**src/rtl/reorder_buffer_pkg.sv**
```systemverilog
// Shared widths and entry type codes for the reorder buffer.
package reorder_buffer_pkg;
    localparam int DATA_LEN    = 32;
    localparam int ADDR_LEN    = 32;
    localparam int REG_LEN     = 5;
    localparam int ROB_LEN_DEF = 4;

    typedef enum logic [1:0] {
        ROB_REG   = 2'd0,
        ROB_STORE = 2'd1,
        ROB_BR    = 2'd2
    } rob_type_e;
endpackage

```
**src/rtl/reorder_buffer.sv**
```systemverilog
// Circular reorder buffer: in-order allocation, CDB capture, operand forwarding,
// in-order commit and flush on a branch mispredict discovered at commit.
module reorder_buffer
    import reorder_buffer_pkg::*;
#(
    parameter  int ROB_SIZE = 1 << ROB_LEN_DEF,
    localparam int ROB_LEN  = $clog2(ROB_SIZE)
) (
    input  logic                clk_in,
    input  logic                rst_in,
    input  logic                rdy_in,
    input  logic                rob_push,
    input  logic [1:0]          issue_type,
    input  logic [REG_LEN-1:0]  issue_rd,
    input  logic [ADDR_LEN-1:0] issue_pc,
    input  logic                issue_pred,
    output logic                rob_avail,
    output logic [ROB_LEN-1:0]  rob_avail_pos,
    input  logic                rs1_rob_ok,
    input  logic [ROB_LEN-1:0]  rs1_robpos,
    output logic                rs1_rob_flag,
    output logic [DATA_LEN-1:0] rs1_rob_val,
    input  logic                rs2_rob_ok,
    input  logic [ROB_LEN-1:0]  rs2_robpos,
    output logic                rs2_rob_flag,
    output logic [DATA_LEN-1:0] rs2_rob_val,
    input  logic                alu_cdb_flag,
    input  logic [ROB_LEN-1:0]  alu_cdb_pos,
    input  logic [DATA_LEN-1:0] alu_cdb_val,
    input  logic                alu_cdb_jump,
    input  logic [ADDR_LEN-1:0] alu_cdb_target,
    input  logic                lsb_cdb_flag,
    input  logic [ROB_LEN-1:0]  lsb_cdb_pos,
    input  logic [DATA_LEN-1:0] lsb_cdb_val,
    output logic                commit_flag,
    output logic [REG_LEN-1:0]  commit_rd,
    output logic [DATA_LEN-1:0] commit_val,
    output logic [ROB_LEN-1:0]  commit_robpos,
    output logic                commit_store,
    output logic [ROB_LEN-1:0]  commit_store_pos,
    output logic                clear_flag,
    output logic [ADDR_LEN-1:0] clear_pc
);
    localparam logic [ROB_LEN:0] FULL_CNT = (ROB_LEN+1)'(ROB_SIZE);

    logic [ROB_SIZE-1:0] busy_q, busy_d, ready_q, ready_d;
    logic [ROB_LEN-1:0]  head_q, head_d, tail_q, tail_d;
    logic [ROB_LEN:0]    count_q, count_d;

    rob_type_e           type_q   [ROB_SIZE];
    logic [REG_LEN-1:0]  rd_q     [ROB_SIZE];
    logic [ADDR_LEN-1:0] pc_q     [ROB_SIZE];
    logic                pred_q   [ROB_SIZE];
    logic [DATA_LEN-1:0] val_q    [ROB_SIZE];
    logic                jump_q   [ROB_SIZE];
    logic [ADDR_LEN-1:0] target_q [ROB_SIZE];

    logic                cflag_q, cflag_d, sflag_q, sflag_d, clr_q, clr_d;
    logic [REG_LEN-1:0]  crd_q, crd_d;
    logic [DATA_LEN-1:0] cval_q, cval_d;
    logic [ROB_LEN-1:0]  cpos_q, cpos_d, spos_q, spos_d;
    logic [ADDR_LEN-1:0] cpc_q, cpc_d;

    logic push_ok, commit_ok, flush, alu_wr, lsb_wr;

    assign rob_avail     = count_q < FULL_CNT;
    assign rob_avail_pos = tail_q;
    assign push_ok   = rdy_in && rob_push && rob_avail;
    assign commit_ok = rdy_in && busy_q[head_q] && ready_q[head_q];
    assign flush     = commit_ok && (type_q[head_q] == ROB_BR) && (jump_q[head_q] != pred_q[head_q]);
    assign alu_wr    = rdy_in && alu_cdb_flag && busy_q[alu_cdb_pos];
    assign lsb_wr    = rdy_in && lsb_cdb_flag && busy_q[lsb_cdb_pos];

    // Same-cycle CDB results win over stored values; ALU beats LSB on a tie.
    function automatic logic [DATA_LEN:0] fwd(input logic ok, input logic [ROB_LEN-1:0] pos);
        if (!ok)                                  return '0;
        if (alu_cdb_flag && alu_cdb_pos == pos)   return {1'b1, alu_cdb_val};
        if (lsb_cdb_flag && lsb_cdb_pos == pos)   return {1'b1, lsb_cdb_val};
        if (ready_q[pos])                         return {1'b1, val_q[pos]};
        return '0;
    endfunction

    always_comb {rs1_rob_flag, rs1_rob_val} = fwd(rs1_rob_ok, rs1_robpos);
    always_comb {rs2_rob_flag, rs2_rob_val} = fwd(rs2_rob_ok, rs2_robpos);

    always_comb begin
        busy_d  = busy_q;
        ready_d = ready_q;
        head_d  = head_q;
        tail_d  = tail_q;
        cflag_d = 1'b0;
        crd_d   = '0;
        cval_d  = '0;
        cpos_d  = '0;
        sflag_d = 1'b0;
        spos_d  = '0;
        clr_d   = 1'b0;
        cpc_d   = '0;
        if (alu_wr) ready_d[alu_cdb_pos] = 1'b1;
        if (lsb_wr) ready_d[lsb_cdb_pos] = 1'b1;
        if (push_ok) begin
            busy_d[tail_q]  = 1'b1;
            ready_d[tail_q] = (issue_type == ROB_STORE);
            tail_d          = tail_q + 1'b1;
        end
        if (commit_ok) begin
            busy_d[head_q] = 1'b0;
            head_d         = head_q + 1'b1;
            case (type_q[head_q])
                ROB_STORE: begin
                    sflag_d = 1'b1;
                    spos_d  = head_q;
                end
                default: begin
                    cflag_d = 1'b1;
                    crd_d   = rd_q[head_q];
                    cval_d  = val_q[head_q];
                    cpos_d  = head_q;
                end
            endcase
            if (flush) begin
                clr_d = 1'b1;
                cpc_d = jump_q[head_q] ? target_q[head_q] : pc_q[head_q] + ADDR_LEN'(4);
            end
        end
        case ({push_ok, commit_ok})
            2'b10:   count_d = count_q + 1'b1;
            2'b01:   count_d = count_q - 1'b1;
            default: count_d = count_q;
        endcase
        if (flush) begin
            busy_d  = '0;
            head_d  = '0;
            tail_d  = '0;
            count_d = '0;
        end
    end

    // Payload needs no reset: it is only read while the entry is busy/ready.
    always_ff @(posedge clk_in) begin
        if (push_ok && !flush) begin
            type_q[tail_q] <= rob_type_e'(issue_type);
            rd_q[tail_q]   <= issue_rd;
            pc_q[tail_q]   <= issue_pc;
            pred_q[tail_q] <= issue_pred;
            jump_q[tail_q] <= 1'b0;
        end
        if (alu_wr && !flush) begin
            val_q[alu_cdb_pos]    <= alu_cdb_val;
            jump_q[alu_cdb_pos]   <= alu_cdb_jump;
            target_q[alu_cdb_pos] <= alu_cdb_target;
        end
        if (lsb_wr && !flush) val_q[lsb_cdb_pos] <= lsb_cdb_val;
    end

    always_ff @(posedge clk_in or negedge rst_in) begin
        if (!rst_in) begin
            busy_q  <= '0;
            ready_q <= '0;
            head_q  <= '0;
            tail_q  <= '0;
            count_q <= '0;
            cflag_q <= 1'b0;
            crd_q   <= '0;
            cval_q  <= '0;
            cpos_q  <= '0;
            sflag_q <= 1'b0;
            spos_q  <= '0;
            clr_q   <= 1'b0;
            cpc_q   <= '0;
        end else begin
            busy_q  <= busy_d;
            ready_q <= ready_d;
            head_q  <= head_d;
            tail_q  <= tail_d;
            count_q <= count_d;
            cflag_q <= cflag_d;
            crd_q   <= crd_d;
            cval_q  <= cval_d;
            cpos_q  <= cpos_d;
            sflag_q <= sflag_d;
            spos_q  <= spos_d;
            clr_q   <= clr_d;
            cpc_q   <= cpc_d;
        end
    end

    assign commit_flag      = cflag_q;
    assign commit_rd        = crd_q;
    assign commit_val       = cval_q;
    assign commit_robpos    = cpos_q;
    assign commit_store     = sflag_q;
    assign commit_store_pos = spos_q;
    assign clear_flag       = clr_q;
    assign clear_pc         = cpc_q;
endmodule

```
**config.mk**
```make
export PLATFORM = sky130hd
export DESIGN_NAME = reorder_buffer
export DESIGN_NICKNAME = d
export VERILOG_FILES = /design/src/rtl/reorder_buffer_pkg.sv /design/src/rtl/reorder_buffer.sv
export SDC_FILE = /design/constraint.sdc
export NUM_CORES = 2
export LEC_CHECK = 0
export CELL_PAD_IN_SITES_DETAIL_PLACEMENT = 1
export CELL_PAD_IN_SITES_GLOBAL_PLACEMENT = 2
export CORE_MARGIN = 8
export CORE_UTILIZATION = 40
export CTS_CLUSTER_DIAMETER = 40
export DETAILED_ROUTE_END_ITERATION = 10
export PLACE_DENSITY_LB_ADDON = 0.2
export SLEW_MARGIN = 20
export SYNTH_ARGS = -nofsm -noshare
export SYNTH_HDL_FRONTEND = slang
export SYNTH_SLANG_ARGS = --single-unit
```
**constraint.sdc**
```tcl
create_clock -name clk_in -period 7.51 [get_ports clk_in]
set_clock_uncertainty 0.05 [all_clocks]
set_input_delay 1.502 -clock clk_in [delete_from_list [all_inputs] [get_ports clk_in]]
set_output_delay 1.502 -clock clk_in [all_outputs]
set_load 0.02 [all_outputs]
```
* After elaboration in Yosys (flattened, before gate mapping)
Memory sizes are Yosys's and may differ from the RTL's.
Index checks and enable logic that the tools add are counted.
** Operators by class
- Add/subtract/negate cells :: 5
- Order comparisons :: 11
- Equality and inequality tests :: 10
- Multiplexer cells :: 90
- Bitwise gates (word level) :: 5
- Reductions and logical operators :: 25
** Operators with widths (number)
- 33-bit 2-to-1 mux :: 16
- 32-bit 2-to-1 mux :: 5
- 16-bit 2-to-1 mux :: 6
- 16-bit bitwise OR :: 3
- 1-bit 2-to-1 mux :: 40
- 32-bit by 3-bit adder with 32-bit output, second input constant :: 1
- 4-bit 2-to-1 mux :: 8
- 4-bit by 5-bit less-than comparator with 1-bit output, second input constant :: 6
- 1-bit binary-select mux with 4-bit select :: 6
- 1-bit logical AND :: 21
- 16-bit bitwise AND :: 1
- 16-bit bitwise mux :: 1
- 1-bit demux with 4-bit select :: 4
- 4-bit == test :: 4
- 4-bit by 1-bit greater-or-equal comparator with 1-bit output, second input constant :: 4
- 16-bit inverter :: 1
- 5-bit 2-to-1 mux :: 3
- 5-bit case mux with 2 select lines :: 1
- 4-bit by 1-bit adder with 4-bit output, second input constant :: 2
- 2-bit by 1-bit == test with 1-bit output, second input constant :: 3
- 5-bit by 1-bit adder with 5-bit output, second input constant :: 1
- 5-bit less-than comparator, second input constant :: 1
- 5-bit by 1-bit subtractor with 5-bit output, second input constant :: 1
- 2-bit == test, second input constant :: 2
- other kinds (4) :: 5
** Word-level totals
- Bits in registers :: 125
- Bits in writable memories :: 1680
- Output and inout port bits :: 151
- Logic and storage cells :: 166
- Memories kept :: 7
** Memories
- pc_q :: depth 16, width 32, rd ports 1, clocked after memory_dff 0, write ports 1, line reorder_buffer.sv:52 : logic [ADDR_LEN-1:0] pc_q [ROB_SIZE];
- target_q :: depth 16, width 32, rd ports 1, clocked after memory_dff 0, write ports 1, line reorder_buffer.sv:56 : logic [ADDR_LEN-1:0] target_q [ROB_SIZE];
- val_q :: depth 16, width 32, rd ports 3, clocked after memory_dff 0, write ports 2, line reorder_buffer.sv:54 : logic [DATA_LEN-1:0] val_q [ROB_SIZE];
- rd_q :: depth 16, width 5, rd ports 1, clocked after memory_dff 0, write ports 1, line reorder_buffer.sv:51 : logic [REG_LEN-1:0] rd_q [ROB_SIZE];
- type_q :: depth 16, width 2, rd ports 1, clocked after memory_dff 0, write ports 1, line reorder_buffer.sv:50 : rob_type_e type_q [ROB_SIZE];
- jump_q :: depth 16, width 1, rd ports 1, clocked after memory_dff 0, write ports 2, line reorder_buffer.sv:55 : logic jump_q [ROB_SIZE];
- +1 memories

* Depth between registers and ports, before layout
- Word-level depth :: 13
- Gate-level depth with buffers :: 13
- Mapped depth without buffers :: 11

* Worst setup path after synthesis
No wires, ideal clock.
- Path type :: register to register
- Start point :: register head_q[0]
- End point :: memory jump_q[15], enable pin
- Arrival :: 5.292 ns
- Data required time :: 7.153 ns
- Setup slack :: 1.860 ns
- Cell stages (with the launch flop) :: 11
- Buffers on the path :: 3
- Clock period less this slack :: 5.650 ns
- Cells stage by stage :: dfrtp_1 -> buf_6 -> buf_6 -> mux4_2 -> mux4_2 -> xnor2_1 -> nand3_2 -> inv_2 -> buf_6 -> nor3_1 -> o21bai_1
** RTL lines
- from (decl) :: line reorder_buffer.sv:47 : logic [ROB_LEN-1:0] head_q, head_d, tail_q, tail_d;
- from (signal assigned) :: line reorder_buffer.sv:160 : head_q <= '0;
- from (signal assigned) :: line reorder_buffer.sv:174 : head_q <= head_d;
- to (decl) :: line reorder_buffer.sv:55

* Final worst setup path
- Start point :: input alu_cdb_pos[2]
- End point :: output rs1_rob_val[2]
** On the way
- Word-level cells in the longest chain between the ends :: 9
** Ends and longest elaborated chain
- from (decl) :: line reorder_buffer.sv:28 : input logic [ROB_LEN-1:0] alu_cdb_pos,
- 4-bit == test * :: line reorder_buffer.sv:77 : if (alu_cdb_flag && alu_cdb_pos == pos) return {1'b1, alu_cdb_val};
- 1-bit logical AND * :: line reorder_buffer.sv:77
- 33-bit 2-to-1 mux :: line reorder_buffer.sv:77
- 33-bit 2-to-1 mux :: line reorder_buffer.sv:78 : if (lsb_cdb_flag && lsb_cdb_pos == pos) return {1'b1, lsb_cdb_val};
- 33-bit 2-to-1 mux :: line reorder_buffer.sv:79 : if (ready_q[pos]) return {1'b1, val_q[pos]};
- 33-bit 2-to-1 mux :: line reorder_buffer.sv:80 : return '0;
- 33-bit 2-to-1 mux :: line reorder_buffer.sv:79
- 33-bit 2-to-1 mux * :: line reorder_buffer.sv:78
- 33-bit 2-to-1 mux * :: line reorder_buffer.sv:77
- to (decl) :: line reorder_buffer.sv:22 : output logic [DATA_LEN-1:0] rs1_rob_val,
Mark *: on every way between the ends. The rest lies on a longest branch, timed or not. The select of a mux whose other input is x is not followed.

==> results_dict.tcl <==
set metrics [dict create \
    critical_path_required_ps 5960 \
    cts_buffers 321 \
    die_x_microns 482 \
    register_area_sq_mm 0.0536 \
    timing.fmax_mhz 150 \
    numPortBuffers 311 \
    syn_inst 4556 \
    vias 49462 \
    setup_tns_ps 0 \
    routed_wl_mm 288 \
    overflow 0 \
    core_area_sq_mm 0.217 \
    p_seq_share_pct 33.1 \
    place_ws_ps 929 \
    p_leak_nw 33.9 \
    synth_nets 4728 \
    die_h_microns 482 \
    p_sw_w 0.0108 \
    clkSlewWorstSetupHoldPaths_ps 50 \
    pwr-share-comb_pct 26.1 \
    drt_iter0_drc 5073 \
    htree_levels 5 \
    cts_num_sinks 1805 \
    drive_gt1_share_pct 40.9 \
    grt_pass1_wl_mm 407 \
    post-route-period-util_pct 88.8 \
    syn_to_final_growth_pct 19.6 \
    syn-cell-area_sq_mm 0.0869 \
    fin_ws_ps 839 \
    p_per_area_mw_per_mm2 347 \
    rsz0062_at_grt "no" \
    post-cts-setup-buffers 0 \
    critPathMaxFanout 34 \
    detail-route-antenna-nets 0 \
    die_area_sq_mm 0.232 \
    ios 312 \
    clock_path_buffers 4 \
    multi_input_area_sq_mm 0.0314 \
    synth_common_cells "1,680 x edfxtp_1, 841 x mux4_2, 290 x mux2_2" \
    cts_hold_buf 0 \
    startpoint "alu_cdb_pos[2]" \
    grt_max_degree 95 \
    antenna_found_initial 50 \
    period_minus_slack_ps 6670 \
    drv_slew 0 \
    gr-usage-met2_pct 39.2 \
    grtUsageMet3_pct 4.83 \
    ys_types 62 \
    maxCapViolCount 0 \
    start_util_pct 40.1 \
    sw_frac_of_total_pct 29.9 \
    place_hpwl_mm 165 \
    met1_usage_pct 34.1 \
    clk_latency_ps 950 \
    crit_arrival_ps 5120 \
    fin_hold_ws_ps 531 \
    grt_pass1_vias 52393 \
    p_clk_share_pct 40.8 \
    gp_congestion 0.811 \
    drt-vias-per-instance 6.18 \
    async_flop_share_pct 6.93 \
    fillers 19618 \
    status "complete, no violations" \
    cts_tree "built" \
    hold_violations 0 \
    r2r-start "head_q[2]" \
    setup_violations 0 \
    layout.nets 5059 \
    relSlewSlack_pct 24.2 \
    ir_drop_v 0.000300 \
    avgRoutedWirePerCell_microns 36.0 \
    synth_top_area_share_pct 58.1 \
    cp-start-kind "input pin" \
    ys_warn_count 0 \
    top_usage_layer "met2" \
    syn_avg_cell_area_sq_um 19.1 \
    post_cts_resized 0 \
    synth_most_common_cell "edfxtp_1" \
    yosysTopAreaCell "edfxtp_1" \
    worstHoldStart "count_q[3]" \
    cp-end-kind "output port" \
    ys_seq_elements 1805 \
    ys_top_cells_by_area "edfxtp_1 58%, mux4_2 22%, mux2_2 3.8%" \
    internal-power_w 0.0253 \
    place_area_sq_mm 0.0930 \
    ys_dominant_reg_cell "edfxtp_1" \
    placementRows 171 \
    min_path_type "register to register" \
    critical_path_class "input pin to output port" \
    route.detailed.drc 0 \
    worst_pin_slew_ps 1140 \
    gr-usage-all-layers_pct 24.5 \
    dr.pass1.iters 5 \
    clockRootBuffer "clkbuf_16" \
    fin_area_sq_mm 0.104 \
    ys_seq_area_share_pct 61.7 \
    synth_edf_count 1680 \
]
## routing by layer
metal	share of wire (%)	vias up
met4	3.1	14
met1	42	27064
met3	6.9	502
met5	0.032	-
li1	-	19805
met2	48	2077
## flip-flops by register name (all words and copies together) (netlist names), 32 cells and up
name,cells
clear_pc,32
commit_val,32
pc_q,512
rd_q,80
target_q,512
type_q,32
val_q,512
## cells in the final DEF, fill, tap and decap left out, drive strengths merged, types with 37 or more instances in the layout
cell	count
edfxtp	1680
nor2	177
o21ai	44
nand2	143
clkinv	92
a21oi	37
a22oi	49
mux4	841
clkdlybuf4s50	302
mux2	513
inv	66
bufinv	42
dfrtp	125
buf	150
and3	50
nand2b	73
clkbuf	382
a311oi	71
## logic make-up after synthesis
| logic type | Yosys count | synth area share (%) |
|---|---|---|
| buf+inv | 482 | 2.78 |
| flops | 1805 | 61.7 |
| fa+ha+maj | 11 | 0.158 |
| mux | 1361 | 29.4 |
| simple gates | 576 | 3.31 |
| xor+xnor | 35 | 0.353 |
| compound gates | 286 | 2.34 |
## final timing paths
kind	to	slack, ps	cells past startpoint
max in group asynchronous	head_q[0]	5110	2
hold reg to reg	count_q[3]	530	1
hold / removal	count_q[3]	530	1
setup reg to reg	val_q[13][4]	1670	8
min in group asynchronous	commit_robpos[0]	630	1
setup / recovery	rs1_rob_val[2]	840	7
## worst max-delay path, stage by stage
cell and delay, ps:
clkdlybuf4s50_1 740, xor2_1 300, nor3_1 360, nand3_4 660, buf_4 530, a311oi_1 300
clkdlybuf4s50_1 680
## stage by stage
stage	std cells	utilization [%]	power [W]
floorplan	4556	-	0.0182
global placement	7418	43.0	0.0216
detailed placement	7418	43.0	0.0216
CTS	7984	48.0	0.0365
global route	7993	48.0	0.0373
finish	8004	48.0	0.0361
## final cells by class
cell class / instances / area share, %
tap: 2854 / 3.43
clock buffer: 381 / 8.32
timing repair buffer: 453 / 4.11
antenna: 20 / 0.0481
sequential: 1805 / 51.5
clock inverter: 185 / 2.16
inverter: 37 / 0.143
multi-input combinational: 2269 / 30.2
## power by group through the flow
stage | registers [W] | clock network (W) | logic, W
after global routing | 0.0120 | 0.0154 | 0.00997
after CTS | 0.0120 | 0.0150 | 0.00954
after detailed placement | 0.0121 | 0 | 0.00949
after floorplan | 0.0120 | 0 | 0.00620
after global placement | 0.0121 | 0 | 0.00943
final | 0.0119 | 0.0147 | 0.00941
Note: power is estimated with default switching activity, not from simulation.
